### config.mk
export PLATFORM = sky130hd
export DESIGN_NAME = multi_debouncer
export DESIGN_NICKNAME = d
export VERILOG_FILES = /design/src/rtl/multi_debouncer.sv
export SDC_FILE = /design/constraint.sdc
export NUM_CORES = 1
export LEC_CHECK = 0
export BUFFER_PORTS_ARGS = -buffer_cell sky130_fd_sc_hd__buf_4
export CORE_UTILIZATION = 65
export DETAILED_ROUTE_END_ITERATION = 8
export GPL_ROUTABILITY_DRIVEN = 0
export PLACE_DENSITY = 0.83
export SYNTH_ARGS = -nofsm -noshare
export SYNTH_HDL_FRONTEND = slang
export SYNTH_SLANG_ARGS = --single-unit
### constraint.sdc
create_clock -name ck -period 6 [get_ports ck]
set_clock_uncertainty 0.2 [all_clocks]
set_input_delay 0.6 -clock ck [delete_from_list [all_inputs] [get_ports ck]]
set_output_delay 0.6 -clock ck [all_outputs]
set_load 0.005 [all_outputs]
### src/rtl/multi_debouncer.sv
// Multi-channel debouncer: optional 2-flop synchronizer, per-channel disagreement
// counter, registered debounced level (z) and registered edge pulse (p).
module multi_debouncer #(
    parameter int W      = 4,
    parameter int DELAY  = 50000,
    parameter int DETECT = 1,
    parameter int MODE   = 1,
    parameter int SYNC   = 1
) (
    input  logic         ck,
    input  logic         reset,
    input  logic [W-1:0] x,
    output logic [W-1:0] z,
    output logic [W-1:0] p
);
    localparam int            CW      = $clog2(DELAY + 1);
    localparam logic [CW-1:0] LAST    = CW'(DELAY - 1);
    localparam logic          IDLE    = (MODE == 0);
    localparam logic          ON_RISE = (DETECT == 1) || (DETECT == 2);
    localparam logic          ON_FALL = (DETECT == 0) || (DETECT == 2);

    logic [W-1:0] s;

    generate
        if (SYNC != 0) begin : g_sync
            logic [W-1:0] s1;
            logic [W-1:0] s2;
            always_ff @(posedge ck) begin
                if (reset) begin
                    s1 <= '0;
                    s2 <= '0;
                end else begin
                    s1 <= x;
                    s2 <= s1;
                end
            end
            assign s = s2;
        end else begin : g_direct
            assign s = x;
        end
    endgenerate

    genvar gi;
    generate
        for (gi = 0; gi < W; gi++) begin : g_ch
            logic [CW-1:0] cnt;
            logic          z_r;
            logic          p_r;

            // Count runs of disagreement; any agreement discards the run.
            always_ff @(posedge ck) begin
                if (reset) begin
                    cnt <= '0;
                    z_r <= 1'b0;
                    p_r <= IDLE;
                end else begin
                    p_r <= IDLE;
                    if (s[gi] == z_r) begin
                        cnt <= '0;
                    end else if (cnt == LAST) begin
                        cnt <= '0;
                        z_r <= s[gi];
                        if ((s[gi] && ON_RISE) || (!s[gi] && ON_FALL))
                            p_r <= ~IDLE;
                    end else begin
                        cnt <= cnt + CW'(1);
                    end
                end
            end

            assign z[gi] = z_r;
            assign p[gi] = p_r;
        end
    endgenerate
endmodule

==> impl_metrics.tcl <==
set metrics [dict create \
    status "completed" \
    die_width_um 75.4 \
    netlist_top_cells_count "sky130_fd_sc_hd__nor2_1 (81), sky130_fd_sc_hd__dfxtp_1 (80), sky130_fd_sc_hd__xnor2_1 (51)" \
    wl_um 5950 \
    syn_nets 393 \
    post_cts.resized_instances 0 \
    first_global_vias 2277 \
    h_tree_lvl_count 3 \
    path_cells "ha_1, nand3_1, nor4_4, or3_1, nor2_1" \
    setup_ws_ps 3790 \
    least_margin_pin_slew_ps 527 \
    clock_transition_time_at_the_flip_flop_clock_pins_of_the_worst_setup_and_hold_paths_ps 80 \
    worstRegToRegCells 5 \
    root_buf_cell "sky130_fd_sc_hd__clkbuf_8" \
    grt_overflow 0 \
    drtAntennaViolNets 0 \
    post-route-period-util 0.369 \
    slowest_delay_ps 500 \
    worst_setup_path_start_kind "flip-flop" \
    tritoncts "yes" \
    grt_max_degree 23 \
    cellPowerDensity_nw_per_um2 240 \
    global_route_wire_length_before_repair_um 9750 \
    viasPerCell 5.59 \
    yosys-top-cells-area "sky130_fd_sc_hd__dfxtp_1 (46%), sky130_fd_sc_hd__xnor2_1 (13%), sky130_fd_sc_hd__nor2_1 (8.7%)" \
    yosysSeqAreaShare 0.457 \
    tritoncts_num_sinks 80 \
    yosys_warnings 0 \
    dp_slack_ps 3760 \
    fp.dieArea_um2 5690 \
    critical_path_class "flip-flop to flip-flop" \
    ffs_w_async_s_r_synth 0 \
    setup.worst_path.end_class "flip-flop" \
    rr_startpoint "g_ch[0].cnt[0]" \
    slew_headroom 0.649 \
    critPathSlowestCell "sky130_fd_sc_hd__or3_1" \
    synth.distinct_cells 39 \
    timing.critical_path.from "g_ch[0].cnt[0]" \
    hold_depth 1 \
    synth_flop_cell "sky130_fd_sc_hd__dfxtp_1" \
    post-route-drc-count 0 \
    drtPass1Iterations 4 \
    nets 400 \
    ys_seq_elements 80 \
    cts_inserted_buffers 9 \
    buffer_ports.inserted 13 \
    vdd.ir_drop.worst_mv 0.147 \
    row_count 26 \
    routed_len_inst_um 12.8 \
    worstSkewPairLatency_ps 350 \
    synth.most_common_cell "sky130_fd_sc_hd__nor2_1" \
    drv_cap 0 \
    setup-violations-final 0 \
    antenna_violations_before_repair 0 \
    hold_end "g_sync.s2[1]" \
    die_height_um 75.4 \
    fmax_mhz 452 \
    final_hold_viol_count 0 \
    timing.final.crit_period_ps 2210 \
    min_from "g_sync.s1[1]" \
    cp_max_fo 16 \
    dr_total_vias 2594 \
    required_ps 6020 \
    post_synth_inst_count 383 \
    post_synth_instance_area_um2 3500 \
    grt_use_total 0.227 \
    post-synth-top-area-fraction 0.457 \
    reg2reg_to "g_ch[0].cnt[11]" \
    setup_slack_of_the_most_critical_reg_to_reg_path_ps 3790 \
    number_of_pins_exceeding_their_max_slew_limit_in_the_final_report 0 \
    arrival_ps 2230 \
    io_pins 14 \
    drt_iter0_drc 160 \
    hold_removal_path_class "flip-flop to flip-flop" \
    cts-root-to-sink-buffers 2 \
    setup_total_negative_slack_ps 0 \
    static-leakage-power_nw 1.11 \
    syn2layout_area_growth_pct 6.65 \
    fraction_of_final_layout_cells_sized_beyond_drive_strength_1 0.0888 \
    synth_top_cell_by_area "sky130_fd_sc_hd__dfxtp_1" \
    synth_enable_flop_cells 0 \
    core-area_um2 5140 \
    hold_buffers 0 \
    post_synth.cell_area_avg_um2 9.14 \
    dp_hpwl_um 4080 \
    initial_utilization 0.681 \
    grt_setup_unrepaired "false" \
    num_antenna_cells 0 \
    cts.repair_timing.setup_buffer_count 0 \
]
cells by family (layout without fill, tap and decap cells):
kind of cell             Yosys count  count (layout)  synth area share
XOR/XNOR                          59              59             0.148
AND/OR/NAND/NOR                  204             204             0.317
adder cells (fa/ha/maj)            4               4            0.0143
buffers and inverters             30              41            0.0497
AO/OA/AOI/OAI                      2               2           0.00286
multiplexers                       4               4            0.0114
flip-flops                        80              80             0.457
metrics by stage:
step	cell area, µm²	power, W	hold slack, ps	util	cells
after floorplan	3500	0.000558	214	-	383
final	3730	0.000896	239	0.727	464
after CTS	3730	0.000905	246	0.727	464
after detailed placement	3560	0.000561	225	0.693	449
after global routing	3730	0.000934	248	0.727	464
after global placement	3560	0.000560	222	0.693	449
critical path, delay by kind of cell (launching register included):
family / cells / cell delay (ps)
flops: 1 / 380
fa+ha+maj: 1 / 200
simple gates: 4 / 1310
cells in the final DEF, fill, tap and decap left out, types with 2 or more instances in the layout:
master                     Yosys  layout
sky130_fd_sc_hd__or4bb_1       3       3
sky130_fd_sc_hd__nor4bb_1      2       2
sky130_fd_sc_hd__or4_1         2       2
sky130_fd_sc_hd__inv_1        13      13
sky130_fd_sc_hd__and3_1        4       4
sky130_fd_sc_hd__or4_4         2       2
sky130_fd_sc_hd__clkinv_2      0       2
sky130_fd_sc_hd__nand2b_1      2       2
sky130_fd_sc_hd__nor2_1       81      81
sky130_fd_sc_hd__nor4b_1       2       2
sky130_fd_sc_hd__clkbuf_8      0      11
sky130_fd_sc_hd__mux2i_1       4       4
sky130_fd_sc_hd__xor2_1        8       8
sky130_fd_sc_hd__nor2b_1       9       9
sky130_fd_sc_hd__nor3_1       17      17
sky130_fd_sc_hd__nand3_1      19      19
sky130_fd_sc_hd__nor4_1       15      15
sky130_fd_sc_hd__xnor2_1      51      51
sky130_fd_sc_hd__ha_1          4       4
sky130_fd_sc_hd__nand2_1      13      13
sky130_fd_sc_hd__buf_4         8      13
sky130_fd_sc_hd__or3_1         2       2
sky130_fd_sc_hd__dfxtp_1      80      80
sky130_fd_sc_hd__nand4b_1      2       2
sky130_fd_sc_hd__nand4_1      18      18
routing by layer:
| metal | share of wire | up-vias | wire length [µm] | GRT usage |
|---|---|---|---|---|
| met2 | 0.49 | 71 | 2890 | 0.390 |
| met3 | 0.051 | 9 | 302 | 0.0886 |
| met4 | 0.011 | 0 | 63 | 0.0658 |
| li1 | - | 1314 | - | - |
| met5 | 0 | - | 0 | 0 |
| met1 | 0.45 | 1200 | 2690 | 0.264 |
worst max path at each step:
stage,endpoint,slack [ps],depth (start not counted)
final,g_ch[0].cnt[11],3790,5
after global routing,g_ch[0].cnt[13],3620,5
after CTS,g_ch[0].cnt[11],3760,5
after detailed placement,g_ch[0].cnt[7],3760,5
after global placement,g_ch[0].cnt[2],3820,5
after floorplan,g_ch[1].cnt[10],4080,5
report_power, final:
part / leakage [nW] / total, W / switching (W) / internal [W]
logic: 0.379 / 0.0000124 / 0.00000722 / 0.00000521
registers: 0.646 / 0.000536 / 0.00000208 / 0.000534
clock network: 0.0882 / 0.000348 / 0.000178 / 0.000169
total: 1.11 / 0.000896 / 0.000188 / 0.000708
state kept, by name (all words and copies together) (netlist names):
signal	flops
g_ch.z_r	4
g_ch.cnt	64
g_sync.s2	4
g_ch.p_r	4
g_sync.s1	4
final cells by class:
type                    instances  area (µm²)
multi-input cells             273        1730
clock buffers                  12         155
clock inverters                 3        17.5
well taps                      70        87.6
inverters                      13        48.8
flip-flops and latches         80        1600
fillers                       418        1410
repair buffers                 13        97.6
Note: power is estimated with default switching activity, not from simulation.
